**src/rtl/running_max_2bit_if.sv**
```systemverilog
`default_nettype none
`timescale 1ns/1ps
// +-----------------------------------------------------------------------+
// | running_max_2bit_if : sample-in / window-result-out bundle            |
// | Revision: 1.0                                                         |
// +-----------------------------------------------------------------------+
interface running_max_2bit_if;
  logic       in_valid;
  logic [1:0] in_data;
  logic       in_ready;
  logic       new_max;
  logic [1:0] win_max;
  logic [3:0] win_cnt;
  logic       win_valid;
  logic       out_ready;

  modport master (
    output in_valid, in_data, out_ready,
    input  in_ready, new_max, win_max, win_cnt, win_valid
  );

  modport slave (
    input  in_valid, in_data, out_ready,
    output in_ready, new_max, win_max, win_cnt, win_valid
  );
endinterface
`default_nettype wire

```
**src/rtl/running_max_2bit.sv**
```systemverilog
`default_nettype none
`timescale 1ns/1ps
// +-----------------------------------------------------------------------+
// | running_max_2bit : windowed running maximum of 2-bit unsigned samples |
// | Revision: 1.0                                                         |
// +-----------------------------------------------------------------------+
module running_max_2bit #(
  parameter int WINDOW = 8
) (
  input  logic               clk,
  input  logic               rst_n,
  input  logic               clear,
  running_max_2bit_if.slave  bus
);

  localparam logic [3:0] C_WINDOW = 4'(WINDOW);

  typedef enum logic [1:0] {
    IDLE   = 2'd0,
    TRACK  = 2'd1,
    REPORT = 2'd2
  } state_t;

  state_t     r_state, w_state_nxt;
  logic [1:0] r_max, w_max_nxt;
  logic [3:0] r_cnt, w_cnt_nxt;
  logic       r_new_max, w_new_max_nxt;
  logic       w_accept;

  assign w_accept = bus.in_valid && (r_state != REPORT);

  always_ff @(posedge clk or negedge rst_n) begin
    if (!rst_n) begin
      r_state   <= IDLE;
      r_max     <= 2'd0;
      r_cnt     <= 4'd0;
      r_new_max <= 1'b0;
    end else begin
      r_state   <= w_state_nxt;
      r_max     <= w_max_nxt;
      r_cnt     <= w_cnt_nxt;
      r_new_max <= w_new_max_nxt;
    end
  end

  always_comb begin
    w_state_nxt   = r_state;
    w_max_nxt     = r_max;
    w_cnt_nxt     = r_cnt;
    w_new_max_nxt = 1'b0;
    if (clear) begin
      // Abort wins over any sample or consumer handshake on the same edge.
      w_state_nxt = IDLE;
      w_max_nxt   = 2'd0;
      w_cnt_nxt   = 4'd0;
    end else begin
      case (r_state)
        IDLE: begin
          if (w_accept) begin
            w_max_nxt     = bus.in_data;
            w_cnt_nxt     = 4'd1;
            w_new_max_nxt = 1'b1;
            w_state_nxt   = TRACK;
          end
        end
        TRACK: begin
          if (w_accept) begin
            w_cnt_nxt = r_cnt + 4'd1;
            if (bus.in_data > r_max) begin
              w_max_nxt     = bus.in_data;
              w_new_max_nxt = 1'b1;
            end
            if (w_cnt_nxt == C_WINDOW) begin
              w_state_nxt = REPORT;
            end
          end
        end
        REPORT: begin
          if (bus.out_ready) begin
            w_state_nxt = IDLE;
            w_max_nxt   = 2'd0;
            w_cnt_nxt   = 4'd0;
          end
        end
        default: begin
          w_state_nxt = IDLE;
          w_max_nxt   = 2'd0;
          w_cnt_nxt   = 4'd0;
        end
      endcase
    end
  end

  assign bus.in_ready  = (r_state != REPORT);
  assign bus.win_valid = (r_state == REPORT);
  assign bus.new_max   = r_new_max;
  assign bus.win_max   = r_max;
  assign bus.win_cnt   = r_cnt;

endmodule
`default_nettype wire

```
**src/flat_wrapper.sv**
```systemverilog
// flat-port wrapper written by rule: the top's interface ports become plain ports
module running_max_2bit_flat 
#(
  parameter int WINDOW = 8
)
  (clk, rst_n, clear, bus_in_valid, bus_in_data, bus_out_ready, bus_in_ready, bus_new_max, bus_win_max, bus_win_cnt, bus_win_valid);
  running_max_2bit_if bus_i ();
  input  logic clk;
  input  logic rst_n;
  input  logic clear;
  input wire logic [$bits(bus_i.in_valid)-1:0] bus_in_valid;
  input wire logic [$bits(bus_i.in_data)-1:0] bus_in_data;
  input wire logic [$bits(bus_i.out_ready)-1:0] bus_out_ready;
  output wire logic [$bits(bus_i.in_ready)-1:0] bus_in_ready;
  output wire logic [$bits(bus_i.new_max)-1:0] bus_new_max;
  output wire logic [$bits(bus_i.win_max)-1:0] bus_win_max;
  output wire logic [$bits(bus_i.win_cnt)-1:0] bus_win_cnt;
  output wire logic [$bits(bus_i.win_valid)-1:0] bus_win_valid;
  assign bus_i.in_valid = bus_in_valid;
  assign bus_i.in_data = bus_in_data;
  assign bus_i.out_ready = bus_out_ready;
  assign bus_in_ready = bus_i.in_ready;
  assign bus_new_max = bus_i.new_max;
  assign bus_win_max = bus_i.win_max;
  assign bus_win_cnt = bus_i.win_cnt;
  assign bus_win_valid = bus_i.win_valid;
  running_max_2bit #(.WINDOW(WINDOW)) u_core (.clk(clk), .rst_n(rst_n), .clear(clear), .bus(bus_i));
endmodule
```
**config.mk**
```make
export PLATFORM = sky130hd
export DESIGN_NAME = running_max_2bit_flat
export DESIGN_NICKNAME = d
export VERILOG_FILES = /design/src/rtl/running_max_2bit_if.sv /design/src/rtl/running_max_2bit.sv /design/src/flat_wrapper.sv
export SDC_FILE = /design/constraint.sdc
export NUM_CORES = 1
export LEC_CHECK = 0
export CORE_AREA = 2 2 39 41
export CTS_CLUSTER_SIZE = 28
export DETAILED_ROUTE_END_ITERATION = 8
export DIE_AREA = 0 0 41 43
export PLACE_DENSITY_LB_ADDON = 0.3
export SLEW_MARGIN = 30
export SYNTH_ARGS = -nofsm -noshare
export SYNTH_HDL_FRONTEND = slang
export SYNTH_SLANG_ARGS = --single-unit
```
**constraint.sdc**
```tcl
create_clock -name clk -period 2.2 [get_ports clk]
set_input_delay 0.22 -clock clk [delete_from_list [all_inputs] [get_ports clk]]
set_output_delay 0.22 -clock clk [all_outputs]
set_load 0.05 [all_outputs]
```
# ---- Word-level counts from Yosys, hierarchy flattened
# Index checks and enable logic that the tools add are counted.
# W data, S select, Z words.
dict set report classes {
  add_sub_neg 1
  magnitude_cmp 1
  n_eq_ne 9
  mux 21
  reduce_logical 5
}
# op n
set ops {}
lappend ops {{$mux W2} 9}
lappend ops {{$mux W4} 4}
lappend ops {{$ne A3 B2 Y1 const B} 4}
lappend ops {{$pmux W2 S3} 2}
lappend ops {{$pmux W4 S3} 1}
lappend ops {{$reduce_and A4 Y1} 2}
lappend ops {{$add A4 B1 Y4 const B} 1}
lappend ops {{$eq A4 B4 Y1 const B} 1}
lappend ops {{$mux W1} 4}
lappend ops {{$ne A3 B3 Y1 const B} 1}
lappend ops {{$reduce_and A3 Y1} 1}
lappend ops {{$eq A2 B1 Y1 const B} 1}
lappend ops {{$eq A2 B2 Y1 const B} 1}
lappend ops {{$gt A2 B2 Y1} 1}
lappend ops {{$logic_not A2 Y1} 1}
lappend ops {{$ne A2 B2 Y1 const B} 1}
lappend ops {{$pmux W1 S2} 1}
lappend ops {{$logic_and A1 B1 Y1} 1}
dict set report word_totals {
  regBits 9
  output_inout_bits 9
  elab_cells 41
}

# ---- Depth between registers and ports, before layout
dict set report depth {
  word_depth 6
  ltp_mapped 6
  mapped_depth_nobuf 6
}

# ---- Least setup slack after synthesis
# OpenSTA, ideal clock, no wires.
dict set report synth_path {
  path_type {flip-flop to flip-flop}
  startpoint {register u_core.r_max[1] (netlist: u_core.bus.win_max[1])}
  endpoint {register u_core.r_max[1] (netlist: u_core.bus.win_max[1])}
  setup_time_ps 126
  arrival_time_ps 1824
  t_required_ps 2074
  slack_ps 250
  path_stages_with_launch 7
  path_buffers 0
  synth_period_minus_slack_ps 1950
  path_cell_list {dfrtp_1 inv_1 ha_1 and3_1 a21o_1 and3_1 a311o_1}
}
dict set report synth_between {
  elab_chain_cells 3
}
# element line_no
set synth_lines {}
lappend synth_lines {{from (decl)} running_max_2bit.sv:25} ;# logic [1:0] r_max, w_max_nxt;
lappend synth_lines {{from (signal assigned)} running_max_2bit.sv:40} ;# r_max <= w_max_nxt;
lappend synth_lines {{$gt A2 B2 Y1} running_max_2bit.sv:69} ;# if (bus.in_data > r_max) begin
lappend synth_lines {{$ne A3 B2 Y1 (no line)} --}
lappend synth_lines {{$reduce_and A4 Y1 (no line)} --}
# No other way between the ends.
# A chain may end at the register's enable or synchronous reset.

# ---- Worst setup path after layout
dict set report layout_path {
  startpoint {register u_core.r_state[0]}
  endpoint {output bus_win_valid}
}
dict set report layout_between {
  elab_chain_cells 1
}
# element line_no
set layout_lines {}
lappend layout_lines {{from (decl)} running_max_2bit.sv:24} ;# state_t r_state, w_state_nxt;
lappend layout_lines {{from (signal assigned)} running_max_2bit.sv:39} ;# r_state <= w_state_nxt;
lappend layout_lines {{$eq A2 B2 Y1} running_max_2bit.sv:95} ;# assign bus.win_valid = (r_state == REPORT);
lappend layout_lines {{to (decl)} flat_wrapper.sv:18} ;# output wire logic [$bits(bus_i.win_valid)-1:0] bus_win_valid;
# No other way between the ends.

==> out/summary.txt <==
number of synthesized flops with an enable pin = 0
gpl congestion = 0.752
number of global-route vias before repair = 415
peak supply drop = 0.000304 V
synthesized area = 529 um2
Tmin final = 2.01 ns
worst endpoint data arrival time = 1.79 ns
Hold WS = 0.232 ns
Overflow after GRT = 0
CTS sink count = 9
TritonCTS Buffers = 3
Layout Nets = 83
Synth cell types = 24
worst setup margin = 0.192 ns
largest family of logic cells by synthesized area = simple AND/OR/NAND/NOR gates
vias = 454
Clock Latency Late Sink = 0.27 ns
Die Ht = 43 um
Total Routing Usage GR = 15.5%
Yosys warnings = 0
Seq/Total Area, Yosys = 42.6%
post-route insts no fill = 88
# DRC = 0
First-pass DRT Iterations = 4
Final Max Slew Viols = 0
antenna violations before repair = 0
CTS Root Cell = clkbuf_4
worst hold path type = primary input to async pin
RSZ-0062 raised after global routing = no
pre-CTS WS = 0.226 ns
max-cap viol count = 0
dominant synthesized flop cell = dfrtp_1
path depth of the worst reg2reg path = 4
hpwl dp = 780 um
CP Depth = 3
Wirelength per Cell = 12.2 um
Fmax = 498 MHz
synthesized area per cell = 9.99 um2
r2r startpoint = u_core.r_state[0]$_DFFE_PN0P_
Worst EP required = 1.98 ns
worst slew pin tran = 0.605 ns
CP peak stage delay = 0.79 ns
setup TNS = 0 ns
Max Clock Skew = 0.00260 ns
placed cells = 84
final WL = 1.07 mm
post-layout instance area = 726 um2
share of cells above drive strength 1 = 11.1%
Slowest-stage cell, CP = clkdlybuf4s50_1
Port-buffer cells = 15
XOR/XNOR Fraction of Synth Area = 3.31%
post-CTS sizing = 0
first-pass GRT wire length = 1.84 mm
CP cell instances = nand2b_1, inv_1, clkdlybuf4s50_1
Via-to-Cell Ratio = 5.16
Initial Utilization = 38.2%
Synth area leader = dfrtp_1
most common cell in the netlist = dfrtp_1
asr flop ratio synth = 100%
final setup fails = 0
chip width = 41 um
post-synthesis adder-cell area fraction = 7.09%
post-CTS setup buffers = 0
final hold vios = 0
filler instances = 127
syn_nets = 63
Critical Path Sink Type = output pin
pwr/cell area = 586 nW/um2
Top Ports = 16
cell family with most CP delay = buffers and inverters
die area = 1760 um2
H-tree lvl count = 1
Simple-Gate Fraction of Synth Area = 21.3%
clock-pin slew on the worst setup and hold paths = 0.06 ns
period utilisation layout = 91.3%
n_diodes = 0
Core Area = 1380 um2
Synth top area share = 42.6%
Startpoint Class = flip-flop
Area after DPL = 699 um2
most common library cells after synthesis = 9 x dfrtp_1, 5 x and3_1, 4 x a21oi_1, 4 x inv_1, 4 x nand2_1
Seq cells post-synth = 9
multiplexer share of the synthesized area = 1.89%
Core Rows = 14
growth of design area from synthesis to finish = 37.1%
status = finished clean
largest net degree at the start of global routing = 10
CTS Buffer Depth = 2
Iteration-0 DRC Markers = 10
CP Class = flip-flop to output pin
Synth Area in Compound Gates = 21.0%
Lkg Pwr = 0.000340 uW
CTS Hold Buffers Added = 0
Worst R2R Setup Slack = 0.46 ns
RR Endpoint = u_core.bus.win_max[1]$_DFFE_PN0P_
TritonCTS clock tree = yes
worst-path fanout max = 9
worst relative slew slack = 59.4%
synth top area cells = dfrtp_1 43%, ha_1 7.1%, and3_1 5.9%
cells after synthesis = 53
crit path buf inv count = 2
Antenna Nets Post-Route = 0
## final cells by class
| cell class | count | area [um2] | share of cell area [%] |
|---|---|---|---|
| multi-input combinational | 40 | 289 | 39.8 |
| sequential | 9 | 225 | 31.0 |
| timing repair buffer | 15 | 150 | 20.7 |
| clock buffer | 4 | 26.3 | 3.62 |
| tap | 16 | 20.0 | 2.76 |
| inverter | 4 | 15.0 | 2.07 |
## cell usage in the layout (no fill, tap or decap), types with 2 or more instances in the layout
cell / n
a21oi_1: 4
nand2_1: 4
ha_1: 3
inv_1: 4
o21ai_0: 2
xnor2_1: 2
and3_1: 5
nand2b_1: 2
nor2_1: 3
a22o_1: 2
clkdlybuf4s50_1: 15
dfrtp_1: 9
clkbuf_4: 3
## how the worst max path moves through the flow
stage                                 startpoint                                end  slack, ns
2_1_floorplan  u_core.bus.win_max[1]$_DFFE_PN0P_  u_core.bus.win_max[1]$_DFFE_PN0P_       0.25
3_3_place_gp                      bus_in_data[0]  u_core.bus.win_max[1]$_DFFE_PN0P_       0.25
3_5_place_dp                      bus_in_data[0]  u_core.bus.win_max[1]$_DFFE_PN0P_       0.23
4_1_cts            u_core.r_state[0]$_DFFE_PN0P_                      bus_win_valid       0.19
5_1_grt            u_core.r_state[0]$_DFFE_PN0P_                      bus_win_valid       0.13
6_report           u_core.r_state[0]$_DFFE_PN0P_                      bus_win_valid       0.19
## power by group
| part | switching [uW] | internal, uW | leakage (uW) |
|---|---|---|---|
| clock | 66.2 | 70.4 | 0.0000150 |
| sequential | 10.1 | 174 | 0.000120 |
| combinational | 60.7 | 43.7 | 0.000205 |
## registers in the layout, indices dropped and copies added, names as in the netlist
| name | cells |
|---|---|
| u_core.bus.new_max | 1 |
| u_core.bus.win_max | 2 |
| u_core.bus.win_cnt | 4 |
| u_core.r_state | 2 |
## kinds of logic (layout without fill, tap and decap cells)
logic type               count (synthesis)  in the layout
buffers and inverters                    4             23
AND/OR/NAND/NOR                         19             19
AO/OA/AOI/OAI                           15             15
XOR/XNOR                                 2              2
multiplexers                             1              1
flip-flops                               9              9
adder cells (fa/ha/maj)                  3              3
## per-stage QoR
stage | utilization, % | power, uW
after floorplan | - | 250
after global placement | 50.5 | 290
after detailed placement | 50.5 | 293
after CTS | 52.4 | 430
after global routing | 52.4 | 446
final | 52.4 | 425
## routing by layer
metal	GRT usage, %	part of all wire (%)	wire (um)
met2	18.8	47	505
met5	0	0	0
met1	23.9	44	477
met3	3.14	5.4	58
met4	10.0	3.1	33
(Power assumes the default switching activity.)
